**config.mk**
```make
export PLATFORM = sky130hd
export DESIGN_NAME = decoder_nx2n_seq
export DESIGN_NICKNAME = d
export VERILOG_FILES = /design/src/rtl/decoder_nx2n_seq.sv
export SDC_FILE = /design/constraint.sdc
export NUM_CORES = 1
export LEC_CHECK = 0
export ABC_AREA = 0
export BUFFER_PORTS_ARGS = -buffer_cell sky130_fd_sc_hd__clkbuf_2
export CAP_MARGIN = 5
export CORE_MARGIN = 2
export CORE_UTILIZATION = 52
export CTS_BUF_LIST = sky130_fd_sc_hd__clkbuf_16
export CTS_CLUSTER_DIAMETER = 50
export DETAILED_ROUTE_END_ITERATION = 6
export HOLD_SLACK_MARGIN = 0.03
export PLACE_DENSITY = 0.82
export SYNTH_ARGS = -nofsm -noshare
export SYNTH_HDL_FRONTEND = slang
export SYNTH_SLANG_ARGS = --single-unit
```
**constraint.sdc**
```tcl
create_clock -name clk -period 2 [get_ports clk]
set_clock_uncertainty 0.15 [all_clocks]
set_input_delay 0.1 -clock clk [delete_from_list [all_inputs] [get_ports clk]]
set_output_delay 0.1 -clock clk [all_outputs]
set_load 0.05 [all_outputs]
```
**src/rtl/decoder_nx2n_seq.sv**
```systemverilog
// Registered N-to-2^N one-hot decoder with three modes: direct decode,
// fixed-length pulse, and an auto-sequenced scan across every output.
module decoder_nx2n_seq #(
    parameter int N         = 2,
    parameter int PULSE_LEN = 4,
    parameter int DWELL     = 1,
    parameter int WRAP      = 0
) (
    input  logic              clk,
    input  logic              rst,
    input  logic              en,
    input  logic [1:0]        mode,
    input  logic [N-1:0]      sel,
    input  logic              load,
    output logic [2**N-1:0]   q,
    output logic [N-1:0]      idx,
    output logic              busy,
    output logic              done
);

    localparam int Q    = 2**N;
    localparam int MAXC = (PULSE_LEN > DWELL) ? PULSE_LEN : DWELL;
    localparam int CW   = $clog2(MAXC) + 1;

    localparam logic [Q-1:0]  ONE       = Q'(1);
    localparam logic [N-1:0]  LAST      = '1;
    localparam logic [CW-1:0] PULSE_CNT = CW'(PULSE_LEN - 1);
    localparam logic [CW-1:0] DWELL_CNT = CW'(DWELL - 1);

    typedef enum logic [1:0] {
        IDLE  = 2'd0,
        PULSE = 2'd1,
        SCAN  = 2'd2
    } state_t;

    state_t        state, state_n;
    logic [Q-1:0]  q_n;
    logic [N-1:0]  idx_n;
    logic [CW-1:0] cnt, cnt_n;
    logic          done_n;

    always_ff @(posedge clk or posedge rst) begin
        if (rst) begin
            state <= IDLE;
            q     <= '0;
            idx   <= '0;
            cnt   <= '0;
            done  <= 1'b0;
        end else begin
            state <= state_n;
            q     <= q_n;
            idx   <= idx_n;
            cnt   <= cnt_n;
            done  <= done_n;
        end
    end

    // The mode that started an operation is implied by the state, so mode
    // changes while busy have no effect.
    always_comb begin
        state_n = state;
        q_n     = q;
        idx_n   = idx;
        cnt_n   = cnt;
        done_n  = 1'b0;
        case (state)
            IDLE: begin
                q_n   = '0;
                idx_n = '0;
                cnt_n = '0;
                if (en) begin
                    case (mode)
                        2'b00: begin
                            q_n   = ONE << sel;
                            idx_n = sel;
                        end
                        2'b01: begin
                            if (load) begin
                                q_n     = ONE << sel;
                                idx_n   = sel;
                                cnt_n   = PULSE_CNT;
                                state_n = PULSE;
                            end
                        end
                        2'b10: begin
                            if (load) begin
                                q_n     = ONE;
                                cnt_n   = DWELL_CNT;
                                state_n = SCAN;
                            end
                        end
                        default: ;
                    endcase
                end
            end
            PULSE: begin
                if (!en) begin
                    q_n     = '0;
                    idx_n   = '0;
                    cnt_n   = '0;
                    state_n = IDLE;
                end else if (cnt != '0) begin
                    cnt_n = cnt - CW'(1);
                end else begin
                    q_n     = '0;
                    idx_n   = '0;
                    done_n  = 1'b1;
                    state_n = IDLE;
                end
            end
            SCAN: begin
                if (!en) begin
                    q_n     = '0;
                    idx_n   = '0;
                    cnt_n   = '0;
                    state_n = IDLE;
                end else if (cnt != '0) begin
                    cnt_n = cnt - CW'(1);
                end else if (idx != LAST) begin
                    idx_n = idx + N'(1);
                    q_n   = q << 1;
                    cnt_n = DWELL_CNT;
                end else begin
                    done_n = 1'b1;
                    idx_n  = '0;
                    if (WRAP != 0) begin
                        q_n   = ONE;
                        cnt_n = DWELL_CNT;
                    end else begin
                        q_n     = '0;
                        cnt_n   = '0;
                        state_n = IDLE;
                    end
                end
            end
            default: begin
                q_n     = '0;
                idx_n   = '0;
                cnt_n   = '0;
                state_n = IDLE;
            end
        endcase
    end

    assign busy = (state != IDLE);

endmodule
```
==> flow_metrics.py <==
metrics = {
    "power": {
        "pwr-share-seq_pct": 24.3,
        "ir_drop_v": 0.00130,
        "p_int_w": 0.000817,
        "power_switching_share_pct": 45.1,
        "power_frac_comb_pct": 50.4,
        "clockPowerShare_pct": 25.3,
        "power_switching_w": 0.000672,
        "cellPowerDensity_nw_per_um2": 1500,
        "power_w": 0.00149,
        "power.leakage_nw": 0.488,
    },
    "timing": {
        "max_slew_margin_pct": 69.1,
        "max_freq_ghz": 0.570,
        "timing.final.crit_share_pct": 87.7,
        "finalCriticalPeriod_ps": 1750,
        "final_max_slew_viol_count": 0,
        "setup_ws_ps": 245,
        "tns_ps": 0,
        "hold_ws_ps": 54.2,
        "setup_viol": 0,
        "hold_viol_final": 0,
        "rsz0062_at_grt": "false",
        "worst_pin_slew_ps": 463,
    },
    "cts": {
        "postCtsSetupBuffers": 0,
        "ctsLongestPathBuffers": 2,
        "cts_num_sinks": 12,
        "cts-htree-levels": 1,
        "cts_tree": "done",
        "clk_root_buffer_cell": "clkbuf_16",
        "cts-resized-gates": 0,
        "hold_buffers": 2,
        "numCtsBuffers": 3,
        "clk_latency_ps": 240,
        "cts.clk_slew.worst_paths_ps": 50,
    },
    "die": {
        "start_util_pct": 54.4,
        "dieWidth_um": 43.5,
        "io_pins": 16,
        "dieArea_sq_um": 1890,
        "die_h_um": 43.5,
        "rows": 14,
        "core_sq_um": 1490,
    },
    "hold_path": {
        "hold_class": "primary input to flip-flop",
        "holdPathStages": 3,
    },
    "worst_setup_path": {
        "path_cells": "inv_1, ha_1, o211a_1, a21oi_1, a22o_1",
        "cpMaxStageDelayCell": "dfrtp_1",
        "ff2ff_path_depth": 5,
        "endpoint_kind": "flip-flop",
        "worst-setup-path-type": "flip-flop to flip-flop",
        "crit_required_ps": 2030,
        "max_stage_delay_ps": 380,
        "cp_max_fo": 7,
        "start_kind": "flip-flop",
        "cp.arrival_ps": 1790,
    },
    "synth": {
        "synthCells": 80,
        "synth_edf_count": 0,
        "syn_avg_cell_area_sq_um": 10.1,
        "synth_seq_cells": 12,
        "synth_area_leaders": "dfrtp_1 (37%), ha_1 (11%), inv_1 (5.1%)",
        "synth_nets": 95,
        "synthDistinctLibCells": 36,
        "synthArstFlopShare_pct": 100,
        "ys.flop_type": "dfrtp_1",
        "yosysWarnings": 0,
        "synth.cell_area_sq_um": 810,
        "synth_top_area_share_pct": 37.1,
        "synth_area_leader_cell": "dfrtp_1",
        "yosys-top-cells-count": "dfrtp_1 (12), inv_1 (11), ha_1 (7)",
        "yosysSeqAreaShare_pct": 37.1,
        "yosysMostFrequentCell": "dfrtp_1",
    },
    "global_routing": {
        "antenna_found_initial": 0,
        "grt_max_degree": 13,
        "gr-total-overflow": 0,
        "grt_usage_pct": 20.4,
        "grt_pass1_wl_um": 2750,
        "grt_pass1_vias": 616,
    },
    "cells_and_area": {
        "area_delta_synth_final_pct": 22.6,
        "drive_gt1_share_pct": 27.0,
        "n_fill_cell": 130,
        "layout.nets": 116,
        "diodes": 0,
    },
    "detailed_routing": {
        "vias": 668,
        "ant_nets": 0,
        "drcViolationCount": 0,
        "drtIter0Drc": 10,
        "viasPerCell": 5.76,
        "drt_pass1_iterations": 4,
        "routed_wl_um": 1690,
        "routedWlPerCell_um": 14.5,
    },
    "status": {
        "outcome": "finished, final reports clean",
    },
    "job": {
        "drv_cap": 0,
    },
    "placed_design": {
        "dp_hpwl_um": 1240,
        "pre_cts_slack_ps": 313,
        "io_buffers": 15,
        "gp_congestion": 0.770,
    },
}
==> cell usage in the layout (no fill, tap or decap), types with 2 or more instances in the layout <==
master         instances
inv_1                 11
nor2_1                 3
nor3_1                 3
ha_1                   7
o22ai_1                3
o211ai_1               2
a21oi_1                2
dlygate4sd3_1          2
o21ai_1                3
a22o_1                 3
clkbuf_2              15
clkbuf_16              3
dfrtp_1               12
nand2_1                3
a2bb2oi_1              2
nand3_1                3
==> flip-flops by register name (all words and copies together) (netlist names) <==
name,count
q,4
cnt,3
done,1
state,2
idx,2
==> through the flow <==
| stage | utilization, % | std cells | area [sq um] |
|---|---|---|---|
| 2_1_floorplan | - | 80 | 810 |
| 3_5_place_dp | 60.0 | 110 | 893 |
| 4_1_cts | 66.6 | 116 | 992 |
| 3_3_place_gp | 60.0 | 110 | 893 |
| 6_report | 66.6 | 116 | 992 |
| 5_1_grt | 66.6 | 116 | 992 |
==> final timing paths <==
check,endpoint,startpoint,slack (ps)
worst max-delay path,q[1],state[0],250
worst min-delay path,state[1],load,50
worst max register to register,q[1],state[0],250
worst min register to register,cnt[0],cnt[0],340
max in group asynchronous,state[1],rst,1130
min in group asynchronous,q[2],rst,250
==> layer usage <==
metal | up-vias | global-route usage (%) | wire length (um)
li1 | 331 | - | -
met2 | 16 | 30.7 | 800
met3 | 5 | 2.50 | 46
met5 | - | 0 | 0
met4 | 0 | 12.7 | 42
met1 | 316 | 27.7 | 797
==> critical path, delay by kind of cell, from the launching register on <==
kind / cells / cell delay (ps)
AO/OA/AOI/OAI: 3 / 760
flip-flops: 1 / 380
adder cells (fa/ha/maj): 1 / 290
buffers and inverters: 1 / 90
==> power by group through the flow <==
stage               Combinational [W]  Clock (W)  Sequential, W
finish                       0.000751   0.000377       0.000361
global route                 0.000817   0.000387       0.000369
CTS                          0.000747   0.000378       0.000359
detailed placement           0.000733          0       0.000363
global placement             0.000711          0       0.000359
floorplan                    0.000472          0       0.000471
==> final cells by class <==
type | instances | area, sq um | area share [%]
multi-input combinational | 55 | 453 | 45.6
sequential | 12 | 300 | 30.3
timing repair buffer | 17 | 95.1 | 9.58
clock buffer | 3 | 75.1 | 7.57
inverter | 12 | 45.0 | 4.54
tap | 16 | 20.0 | 2.02
clock inverter | 1 | 3.75 | 0.378
==> cells by family (layout without fill, tap and decap cells) <==
group                      Yosys count  count (layout)  synth area share [%]
AOI/OAI and AO/OA                   25              25                  25.3
xor gates and xnor gates             2               2                  2.16
adders and majority gates            7               7                  10.8
buffers and inverters               13              33                  6.95
DFF                                 12              12                  37.1
and+or+nand+nor                     21              21                  17.6
(Power assumes the default switching activity.)
